===== src/rtl/regs_bus_arbiter.sv =====
// Register-file port arbiter: SPI decoder (A) always wins,
// local requester (B) is issued in free slots with a deferral timeout.
module regs_bus_arbiter #(
    parameter int ADDR_W    = 6,
    parameter int DATA_W    = 8,
    parameter int MAX_DEFER = 15
) (
    input  logic              clk,
    input  logic              rst,
    input  logic              a_read,
    input  logic              a_write,
    input  logic [ADDR_W-1:0] a_addr,
    input  logic [DATA_W-1:0] a_wdata,
    output logic [DATA_W-1:0] a_rdata,
    input  logic              b_req,
    input  logic              b_we,
    input  logic [ADDR_W-1:0] b_addr,
    input  logic [DATA_W-1:0] b_wdata,
    output logic              b_busy,
    output logic              b_ack,
    output logic [DATA_W-1:0] b_rdata,
    output logic              b_timeout,
    output logic              read,
    output logic              write,
    output logic [ADDR_W-1:0] addr,
    output logic [DATA_W-1:0] data_write,
    input  logic [DATA_W-1:0] data_read
);

    localparam int CW = $clog2(MAX_DEFER + 1);
    localparam logic [CW-1:0] C_MAX = CW'(MAX_DEFER);

    typedef enum logic [2:0] {
        S_IDLE,
        S_PEND,
        S_ISSUE,
        S_DONE,
        S_ABORT
    } state_t;

    state_t            r_state;
    logic [CW-1:0]     r_cnt;
    logic              r_b_we;
    logic [ADDR_W-1:0] r_b_addr;
    logic [DATA_W-1:0] r_b_wdata;
    logic              r_b_busy;
    logic              r_b_ack;
    logic              r_b_timeout;
    logic [DATA_W-1:0] r_b_rdata;

    logic              r_read;
    logic              r_write;
    logic [ADDR_W-1:0] r_addr;
    logic [DATA_W-1:0] r_data_write;
    logic              r_a_rd;
    logic [DATA_W-1:0] r_a_rdata;

    logic              w_a_pulse;
    logic              w_b_issue;
    logic [CW-1:0]     w_cnt_inc;

    assign w_a_pulse = a_read | a_write;
    assign w_b_issue = (r_state == S_PEND) && !w_a_pulse;
    assign w_cnt_inc = (r_cnt == C_MAX) ? r_cnt : r_cnt + 1'b1;

    // Bus strobes: A always takes the slot, B only in a slot A leaves free
    always_ff @(posedge clk) begin
        if (rst) begin
            r_read       <= 1'b0;
            r_write      <= 1'b0;
            r_addr       <= '0;
            r_data_write <= '0;
            r_a_rd       <= 1'b0;
            r_a_rdata    <= '0;
        end else begin
            r_read  <= 1'b0;
            r_write <= 1'b0;
            r_a_rd  <= 1'b0;
            if (w_a_pulse) begin
                r_addr <= a_addr;
                if (a_write) begin
                    r_write      <= 1'b1;
                    r_data_write <= a_wdata;
                end else begin
                    r_read <= 1'b1;
                    r_a_rd <= 1'b1;
                end
            end else if (w_b_issue) begin
                r_addr <= r_b_addr;
                if (r_b_we) begin
                    r_write      <= 1'b1;
                    r_data_write <= r_b_wdata;
                end else begin
                    r_read <= 1'b1;
                end
            end
            if (r_a_rd) begin
                r_a_rdata <= data_read;
            end
        end
    end

    // B request FSM with saturating deferral counter and registered handshake
    always_ff @(posedge clk) begin
        if (rst) begin
            r_state     <= S_IDLE;
            r_cnt       <= '0;
            r_b_we      <= 1'b0;
            r_b_addr    <= '0;
            r_b_wdata   <= '0;
            r_b_busy    <= 1'b0;
            r_b_ack     <= 1'b0;
            r_b_timeout <= 1'b0;
            r_b_rdata   <= '0;
        end else begin
            r_b_ack     <= 1'b0;
            r_b_timeout <= 1'b0;
            case (r_state)
                S_IDLE, S_DONE, S_ABORT: begin
                    if (b_req) begin
                        r_b_we    <= b_we;
                        r_b_addr  <= b_addr;
                        r_b_wdata <= b_wdata;
                        r_b_busy  <= 1'b1;
                        r_cnt     <= '0;
                        r_state   <= S_PEND;
                    end else begin
                        r_state <= S_IDLE;
                    end
                end
                S_PEND: begin
                    if (w_a_pulse) begin
                        r_cnt <= w_cnt_inc;
                        if (w_cnt_inc == C_MAX) begin
                            r_b_busy    <= 1'b0;
                            r_b_timeout <= 1'b1;
                            r_state     <= S_ABORT;
                        end
                    end else begin
                        r_cnt   <= '0;
                        r_state <= S_ISSUE;
                    end
                end
                S_ISSUE: begin
                    if (!r_b_we) begin
                        r_b_rdata <= data_read;
                    end
                    r_b_busy <= 1'b0;
                    r_b_ack  <= 1'b1;
                    r_state  <= S_DONE;
                end
                default: begin
                    r_state <= S_IDLE;
                end
            endcase
        end
    end

    assign read       = r_read;
    assign write      = r_write;
    assign addr       = r_addr;
    assign data_write = r_data_write;
    assign a_rdata    = r_a_rdata;
    assign b_busy     = r_b_busy;
    assign b_ack      = r_b_ack;
    assign b_rdata    = r_b_rdata;
    assign b_timeout  = r_b_timeout;

endmodule


===== config.mk =====
export PLATFORM = sky130hd
export DESIGN_NAME = regs_bus_arbiter
export DESIGN_NICKNAME = d
export VERILOG_FILES = /design/src/rtl/regs_bus_arbiter.sv
export SDC_FILE = /design/constraint.sdc
export NUM_CORES = 1
export LEC_CHECK = 0
export ABC_AREA = 1
export CAP_MARGIN = 20
export CELL_PAD_IN_SITES_DETAIL_PLACEMENT = 0
export CELL_PAD_IN_SITES_GLOBAL_PLACEMENT = 1
export CORE_UTILIZATION = 25
export DETAILED_ROUTE_END_ITERATION = 16
export HOLD_SLACK_MARGIN = 0.03
export PLACE_DENSITY_LB_ADDON = 0.1
export SLEW_MARGIN = 0
export SYNTH_ARGS = -nofsm -noshare
export SYNTH_HDL_FRONTEND = slang
export SYNTH_SLANG_ARGS = --single-unit

===== constraint.sdc =====
create_clock -name clk -period 2.2 [get_ports clk]
set_input_delay 0.33 -clock clk [delete_from_list [all_inputs] [get_ports clk]]
set_output_delay 0.33 -clock clk [all_outputs]
set_load 0.05 [all_outputs]

# Word level (Yosys, flattened, before mapping)
# Index checks and enable logic that the tools add are counted.
dict set report totals {
  mem_bits_rw 0
  memories 0
  romBits 0
  word_cells 74
  ff_bits 58
  latch_bits 0
}
dict set report classes {
  n_bitwise 4
  div_mod_pow 0
  eq_ne 11
  n_reduce_logical 15
  magnitude_cmp 0
  multipliers 0
  shift 0
  mux 28
  add_sub_neg 1
}
# operator count
set op_table {}
lappend op_table {{$mux W8} 4}
lappend op_table {{$mux W1} 14}
lappend op_table {{$mux W4} 3}
lappend op_table {{$mux W6} 2}
lappend op_table {{$pmux W3 S3} 1}
lappend op_table {{$eq A4 B4 Y1 const B} 2}
lappend op_table {{$pmux W4 S2} 1}
lappend op_table {{$eq A3 B2 Y1 const B} 2}
lappend op_table {{$mux W3} 2}
lappend op_table {{$ne A2 B2 Y1 const B} 3}
lappend op_table {{$reduce_and A2 Y1} 3}
lappend op_table {{$reduce_bool A2 Y1} 3}
lappend op_table {{$reduce_or A3 Y1} 2}
lappend op_table {{$add A4 B1 Y4 const B} 1}
lappend op_table {{$reduce_and A4 Y1} 1}
lappend op_table {{$eq A3 B1 Y1 const B} 1}
lappend op_table {{$eq A3 B3 Y1 const B} 1}
lappend op_table {{$logic_not A3 Y1} 1}
lappend op_table {{$ne A3 B2 Y1 const B} 1}
lappend op_table {{$not A1 Y1} 3}
lappend op_table {{$pmux W1 S3} 1}
lappend op_table {{$reduce_and A3 Y1} 1}
lappend op_table {{$reduce_bool A3 Y1} 1}
lappend op_table {{$ne A2 B1 Y1 const B} 1}
lappend op_table {{4 further kinds} 4}

# Longest topological paths before layout
# Gate-level depths: netlist of run 1.
dict set report logic_depth {
  depth_word 6
  ltp_mapped 11
  mapped_depth_nobuf 11
}

# Worst setup path after synthesis of run 1
# Ideal clock, no wire load.
dict set report synth_timing {
  path_kind {register to register}
  from {register r_cnt[0]}
  to {register r_b_busy, in the netlist b_busy}
  setup_time_ns 0.117
  n_path_buf 0
  required_time_ns 2.083
  setup_slack_ns 0.845
  path_stages_with_launch 11
  t_arrival_ns 1.239
  period_less_slack_ns 1.355
  path_cell_list {dfxtp_1 > ha_1 > nand3_2 > nand2_1 > nand2_1 > nor2_1 > nand2_2 > nand2_2 > nand3_1 > nand2_1 > nor2_1}
}
dict set report synth_between {
  elab_chain_len 5
}
# element line_no
set synth_lines {}
lappend synth_lines {{from (decl)} 42} ;# logic [CW-1:0] r_cnt;
lappend synth_lines {{from (signal assigned)} 133} ;# r_cnt <= w_cnt_inc;
lappend synth_lines {{$add A4 B1 Y4 / $eq A4 B4 Y1 (equally long branches)} 64} ;# assign w_cnt_inc = (r_cnt == C_MAX) ? r_cnt : r_cnt + 1'b1;
lappend synth_lines {{$mux W4 (*)} 64}
lappend synth_lines {{$eq A4 B4 Y1 (*)} 134} ;# if (w_cnt_inc == C_MAX) begin
lappend synth_lines {{$ne A2 B1 Y1 (no source line) (*)} n/a}
lappend synth_lines {{$reduce_and A4 Y1 (no source line) (*)} n/a}
lappend synth_lines {{to (signal assigned)} 124} ;# r_b_busy <= 1'b1;
lappend synth_lines {{to (signal assigned)} 135} ;# r_b_busy <= 1'b0;
lappend synth_lines {{to (signal assigned)} 148} ;# r_b_busy <= 1'b0;
lappend synth_lines {{to (decl)} 46} ;# logic r_b_busy;
# Mark *: on every way between the ends. The rest lies on a longest branch, timed or not.
# A chain may end at the register's enable or synchronous reset.

# Worst setup path after layout of run 1
dict set report layout_timing {
  from {register r_data_write[4], in the netlist data_write[4]}
  to {output port data_write[4]}
}
# element line_no
set layout_lines {}
lappend layout_lines {{from (decl)} 54} ;# logic [DATA_W-1:0] r_data_write;
lappend layout_lines {{from (signal assigned)} 83} ;# r_data_write <= a_wdata;
lappend layout_lines {{from (signal assigned)} 92} ;# r_data_write <= r_b_wdata;
lappend layout_lines {{to (decl)} 26} ;# output logic [DATA_W-1:0] data_write,
# No word-level cell between the ends.

==> results by group, run 1 <==
Status
  • Status: finished, final reports clean

Logic synthesis
  • Yosys reg bits: between 50 and 60
  • Mapped cell area: 2280 um^2
  • Synth unique cells: 21
  • Cells after Synth: 303
  • Register area share after synthesis: 0.509
  • Ys Warns: 0
  • Syn Area/Cell: 7.53 um^2
  • Mapped Nets: 346

Worst setup path
  • Worst Path Class, Setup: reg2out
  • Slowest CP cell: clkdlybuf4s50_1
  • Delay-heaviest family, CP: buffers and inverters
  • CP Cell Sequence: clkdlybuf4s50_1
  • Largest stage delay on the critical path: 0.81 ns
  • Buf/Inv on CP: 1
  • CP Capture Type: primary output
  • Crit Path Max Fanout: 2
  • Critical path launch point type: flop
  • WP data arrival: 1.50 ns
  • Required time of the critical path: 1.87 ns

Clock tree
  • Worst skew pair latency: roughly 0.33 ns
  • Setup bufs post-CTS: 0
  • CTS sink count: 58
  • Clock Root Buffer: clkbuf_8
  • CTS Buf Count: 9
  • Hold Buf Count CTS: 0
  • H-Tree Depth: 3
  • CTS max path bufs: 2
  • Post-cts gate resize count: 0
  • Clk pin slew, worst setup/hold paths: 0.07 ns
  • CTS tree: yes

Global route
  • Overflow after GRT: 0
  • Vias in the first global route: 2,171
  • First-pass GRT wire length: 10,400 um
  • Initial antenna violation count: 0
  • Total GRT Usage: 0.138
  • Largest net degree at the start of global routing: 22

Timing
  • Endpoints failing setup: 0
  • Clock Skew: 0.00991 ns
  • F_max: 546 MHz
  • Final Hold Viols: 0
  • Setup tns final: 0 ns
  • Final Max Slew Viols: 0
  • Period utilization: 0.832
  • Final worst slack: 0.370 ns
  • Slew of the pin with the lowest slew margin: approximately 0.53 ns
  • Tmin final: 1.83 ns
  • Rel. slew slack: 0.644
  • RSZ-0062 raised after global routing: no

Die
  • DIE AREA: about 9500 um^2
  • Starting Density: 0.260
  • Chip Height: ~98 um
  • Io pins: 77
  • Chip width: 97.5 um
  • Core Region: 8760 um^2
  • Row count: 34

Cells and area
  • N_diodes: 0
  • # fillers: 925
  • Footprint of the multi-input gates: around 940 um^2
  • Storage cell area: 1160 um^2
  • NumNets Final: roughly 430
  • Layout cells sized above 1: 0.0821
  • Area grow syn2layout: 50.4%

Routing
  • Iteration-0 DRC Markers: 60
  • Met3 routed WL: between 200 and 300 um
  • Top layer in use: met4
  • Via density: 4.28
  • Vias: 2,130
  • First-pass DRT Iterations: 4
  • WL met1: ~3000 um
  • Routed len/inst: 12.3 um
  • Number of remaining DRC errors: 0
  • Number of nets with antenna violations after routing: 0
  • Met2 WL: 2730 um
  • Final WL: roughly 6100 um

Pwr
  • Comb pwr share: 0.166
  • VDD IR max: just under 0.4 mV
  • Power per cell area: 842 nW/um^2
  • Clock network power share: 0.432
  • Switch share: 0.263
  • Reg power frac: 0.401
  • Int Pwr: 2.13 mW
  • Leak: 1.40 nW
  • Psw: 0.760 mW

Placed design
  • I/O Buffers: between 70 and 80
  • Dpl ws: 0.322 ns
  • DP HPWL: 4300 um
  • GPL Wtd Cong: 0.803

Worst hold path
  • Hold Crit Class: reg2reg

Flow run
  • Max Cap Viol: 0
==> cells in the mapped netlist <==
cell type | n | area share
inv_2 | 1 | 0.0016
dfxtp_1 | 58 | 0.51
nand2_1 | 45 | 0.074
a31oi_1 | 7 | 0.019
inv_1 | 31 | 0.051
o21ai_1 | 2 | 0.0044
clkbuf_1 | 8 | 0.013
a21oi_1 | 18 | 0.039
nor2_2 | 2 | 0.0055
o21ai_0 | 47 | 0.10
o32ai_1 | 4 | 0.015
a21oi_4 | 1 | 0.0071
inv_4 | 2 | 0.0055
nor2_8 | 1 | 0.0088
buf_2 | 3 | 0.0066
nand3_2 | 2 | 0.0088
nor2_1 | 62 | 0.10
nand4_1 | 2 | 0.0055
nand3_1 | 4 | 0.0088
nand2_2 | 2 | 0.0055
ha_1 | 1 | 0.0055
==> through the flow <==
step | hold WS, ns | power [mW] | area, um^2 | instances | utilization
floorplan | 0.424 | 1.46 | 2280 | 303 | -
global placement | 0.432 | 1.67 | 3180 | 482 | 0.363
detailed placement | 0.438 | 1.67 | 3180 | 482 | 0.363
CTS | 0.447 | 2.93 | 3430 | 498 | 0.391
global route | 0.469 | 3.03 | 3430 | 498 | 0.391
finish | 0.445 | 2.89 | 3430 | 498 | 0.391
==> worst min-delay path, delay by kind of cell (launching register included) <==
kind,cells,cell delay [ns]
flip-flops,1,0.31
buffers and inverters,1,0.05
AO/OA/AOI/OAI,1,0.05
==> final timing paths <==
kind / from / endpoint / slack [ns] / depth (start not counted)
setup / recovery: data_write[4]$_SDFFE_PP0P_ / data_write[4] / 0.37 / 1
hold / removal: r_b_addr[4]$_SDFFE_PP0P_ / r_b_addr[4]$_SDFFE_PP0P_ / 0.44 / 2
setup reg to reg: r_state[0]$_SDFFE_PP0P_ / b_rdata[1]$_SDFFE_PP0P_ / 0.63 / 6
hold reg to reg: r_b_addr[4]$_SDFFE_PP0P_ / r_b_addr[4]$_SDFFE_PP0P_ / 0.44 / 2
==> sequential cells by signal, indices dropped and copies added (netlist names), 3 cells and up <==
name / flops
a_rdata: 8
b_rdata: 8
data_write: 8
r_b_wdata: 8
addr: 6
r_b_addr: 6
r_cnt: 4
r_state: 3
==> layer usage <==
layer	vias up	global-route usage
met1	939	0.175
met5	-	0
li1	1142	-
met4	0	0.0509
met2	45	0.217
met3	4	0.0489
==> cell type report <==
cell class                      count  share of cell area
Clock buffer                       12              0.0452
Clock inverter                      4              0.0285
Inverter                           34              0.0387
Multi-Input combinational cell    200               0.275
Sequential cell                    58               0.339
Tap cell                          108              0.0394
Timing Repair Buffer               82               0.235
==> logic make-up (layout without fill, tap and decap cells) <==
group                      after synthesis  count (layout)  share of synthesized area
DFF                                     58              58                      0.509
buffers and inverters                   45             132                     0.0779
adders and majority gates                1               1                    0.00548
and+or+nand+nor                        120             120                      0.219
AOI/OAI and AO/OA                       79              79                      0.189
==> power by group through the flow <==
stage / clock [mW] / sequential [mW] / combinational (mW)
after floorplan: 0 / 1.30 / 0.158
after global placement: 0 / 1.18 / 0.485
after detailed placement: 0 / 1.18 / 0.484
after CTS: 1.28 / 1.16 / 0.486
after global routing: 1.34 / 1.17 / 0.527
final: 1.25 / 1.16 / 0.480
==> layout by cell type (no fill, tap or decap), types with 6 or more instances in the layout <==
cell             count
a31oi_1              7
o21ai_0             47
inv_1               31
dfxtp_1             58
clkdlybuf4s50_1     76
clkbuf_8            11
nand2_1             45
a21oi_1             18
nor2_1              62
buf_4                6
Note: power is estimated with default switching activity, not from simulation.
==> inputs of run 2 (changes only) <==
==> constraint.sdc (replaced) <==
create_clock -name clk -period 1.5 [get_ports clk]
set_input_delay 0.225 -clock clk [delete_from_list [all_inputs] [get_ports clk]]
set_output_delay 0.225 -clock clk [all_outputs]
set_load 0.05 [all_outputs]
==> run 2 against run 1 <==
  * Count of clock-buffer cells in the layout did not move
  * Via count rose by 3.4%
  * Flip-flop and latch count did not move
  * Hold slack got worse by 0.0010 ns
  * Clock skew barely moved
  * Cell area fell by 0.66%
  * Critical endpoint is now r_b_addr[2]$_SDFFE_PP0P_
  * Highest routed layer unchanged
==> results by group, run 2 (synthesis results as in run 1) <==
Cells and area
  • NumNets Final: 440 (+2.8%)
  • Final instance area: 3410 um^2 (-0.66%)
  • Layout cells sized above 1: 0.202 (+0.120)
  • Area grow syn2layout: 49.4%
  • Fin cells: 509 (+2.2%)
  • Commonest non-fill, non-tap cell in the layout: nor2_1
  • N_diodes: 0 (unchanged)
  • Commonest cells after routing, fill and taps aside: 61 x nor2_1, 56 x dfxtp_1, 51 x buf_4, 47 x o21ai_0, 45 x nand2_1

Worst hold path
  • Hold Crit Class: reg2reg

Placed design
  • DP HPWL: 4550 um (+6.0%)
  • Area after DPL: 3200 um^2 (+0.87%)
  • I/O Buffers: 76 (unchanged)
  • GPL Wtd Cong: 0.753 (-6.3%)
  • Dpl ws: -0.114 ns (-0.436 ns)
  • Dpl cells: 494 (+2.5%)

Clock tree
  • CTS tree: yes
  • Clk pin slew, worst setup/hold paths: 0.06 ns (about the same)
  • Hold Buf Count CTS: 0 (unchanged)
  • Clock Root Buffer: clkbuf_8
  • CTS sink count: 58 (unchanged)
  • H-Tree Depth: 3 (unchanged)
  • Worst skew pair latency: 0.33 ns (about the same)
  • CTS Buf Count: 9 (unchanged)
  • CTS max path bufs: 2 (unchanged)

Pwr
  • Comb pwr share: 0.189 (+0.023)
  • Int Pwr: 2.73 mW (+28%)
  • Power per cell area: 1120 nW/um^2 (+33%)
  • VDD IR max: 0.548 mV (+38%)
  • Reg power frac: 0.447 (+0.046)
  • Switch share: 0.283 (+0.0198)
  • Psw: 1.08 mW (+42%)
  • Leak: 1.50 nW (+7.2%)
  • Clock network power share: 0.364 (-0.068)
  • Final Total Pwr: 3.81 mW (+32%)

Timing
  • Endpoints failing setup: 0 (unchanged)
  • Period utilization: 0.909
  • RSZ-0062 raised after global routing: no
  • Tmin final: 1.36 ns
  • Final Max Slew Viols: 0 (unchanged)
  • Slew of the pin with the lowest slew margin: 0.312 ns (-0.220 ns)
  • F_max: 734 MHz
  • Rel. slew slack: 0.792 (+0.148)
  • Clock Skew: 0.0103 ns (+0.000387 ns)
  • Final worst slack: 0.137 ns (-0.233 ns)
  • Setup tns final: 0 ns (unchanged)
  • Final Hold Viols: 0 (unchanged)

Die
  • Chip width: 97.5 um (unchanged)
  • Starting Density: 0.260 (unchanged)
  • Core Region: 8760 um^2 (unchanged)
  • Chip Height: 97.5 um (unchanged)
  • Io pins: 77 (unchanged)
  • DIE AREA: 9510 um^2 (unchanged)
  • Row count: 34 (unchanged)

Routing
  • First-pass DRT Iterations: 4 (unchanged)
  • Final WL: 6250 um (+2.0%)
  • Number of remaining DRC errors: 0 (unchanged)
  • Routed len/inst: 12.3 um (-0.20%)
  • Number of nets with antenna violations after routing: 0 (unchanged)
  • Via density: 4.33 (+1.2%)
  • Vias: 2,203 (+3.4%)
  • Iteration-0 DRC Markers: 50 (-17%)

Worst setup path
  • WP data arrival: 1.57 ns (+0.07 ns)
  • Buf/Inv on CP: 2 (+1)
  • Crit Path Max Fanout: 18 (+16)
  • Worst Path Class, Setup: reg2reg
  • Delay-heaviest family, CP: compound AO/OA/AOI/OAI gates
  • Critical path launch point type: flop
  • CP Cell Sequence: inv_1, o21ai_1, nand3_1, buf_4, o21ai_0, a21oi_1
  • Required time of the critical path: 1.71 ns (-0.16 ns)
  • CP Capture Type: flop
  • Largest stage delay on the critical path: 0.35 ns (-0.46 ns)
  • Slowest CP cell: dfxtp_1

Flow run
  • Max Cap Viol: 0 (unchanged)

Global route
  • Total GRT Usage: 0.140 (+0.00133)
  • First-pass GRT wire length: 10,500 um (+1.5%)
  • Overflow after GRT: 0 (unchanged)
  • Initial antenna violation count: 0 (unchanged)
  • Vias in the first global route: 2,208 (+1.7%)
  • Largest net degree at the start of global routing: 25 (+14%)

Status
  • Status: finished, final reports clean
[run 2: cell count changes in the layout (fill, tap and decap cells not counted), sizes merged]
cell / delta
buf: +47
clkinv: +2
clkinvlp: -1
clkdlybuf4s50: -35
bufinv: -2
[run 2: layout make-up]
| class | instances | area (um^2) |
|---|---|---|
| inverters | 34 | 133 |
| clock inverters | 3 | 40.0 |
| well taps | 108 | 135 |
| clock buffers | 12 | 145 |
| repair buffers | 94 | 833 |
| fillers | 955 | 5360 |
| multi-input cells | 200 | 957 |
| flip-flops and latches | 58 | 1160 |
[run 2: metrics by stage]
| stage | utilization | hold WS (ns) |
|---|---|---|
| after CTS | 0.387 | 0.447 |
| after floorplan | - | 0.360 |
| after detailed placement | 0.366 | 0.437 |
| final | 0.389 | 0.444 |
| after global routing | 0.389 | 0.465 |
| after global placement | 0.366 | 0.432 |
[run 2: layer usage]
layer	routed length, um	track usage	part of all wire	vias up
li1	-	-	-	1165
met1	2940	0.181	0.47	975
met2	2910	0.219	0.47	57
met3	337	0.0504	0.054	6
met4	50	0.0373	0.0080	0
met5	0	0	0	-
[run 2: final timing paths]
path / startpoint / to / slack (ns) / depth (start not counted)
setup / recovery: r_state[1]$_SDFFE_PP0P_ / r_b_addr[2]$_SDFFE_PP0P_ / 0.14 / 6
setup reg to reg: r_state[1]$_SDFFE_PP0P_ / r_b_addr[2]$_SDFFE_PP0P_ / 0.14 / 6
hold / removal: r_b_addr[0]$_SDFFE_PP0P_ / r_b_addr[0]$_SDFFE_PP0P_ / 0.44 / 2
hold reg to reg: r_b_addr[0]$_SDFFE_PP0P_ / r_b_addr[0]$_SDFFE_PP0P_ / 0.44 / 2
[run 2: power by group through the flow]
stage / logic [mW] / clock network [mW] / registers, mW
final: 0.720 / 1.39 / 1.70
after global routing: 0.789 / 1.51 / 1.71
after CTS: 0.730 / 1.44 / 1.70
after detailed placement: 0.728 / 0 / 1.73
after global placement: 0.727 / 0 / 1.73
after floorplan: 0.232 / 0 / 1.91
[run 2: repair_timing]
action,4_1_cts,5_1_grt
resized for setup,0,5
buffers inserted,0,0
setup endpoints to repair,0,4
[run 2: worst min-delay path: stages (launching register included)]
cell and delay [ns]:
dfxtp_1 0.31, inv_1 0.05, a21oi_1 0.05
==> inputs of run 3 (changes only) <==
--- a/config.mk
+++ b/config.mk
@@ -6,10 +6,10 @@
 export NUM_CORES = 1
 export LEC_CHECK = 0
 export ABC_AREA = 1
-export CAP_MARGIN = 20
 export CELL_PAD_IN_SITES_DETAIL_PLACEMENT = 0
 export CELL_PAD_IN_SITES_GLOBAL_PLACEMENT = 1
 export CORE_UTILIZATION = 25
+export CTS_CLUSTER_DIAMETER = 200
 export DETAILED_ROUTE_END_ITERATION = 16
 export HOLD_SLACK_MARGIN = 0.03
 export PLACE_DENSITY_LB_ADDON = 0.1
==> results of run 3 <==
The final DEF is identical to that of run 2; final timing and power are the same.
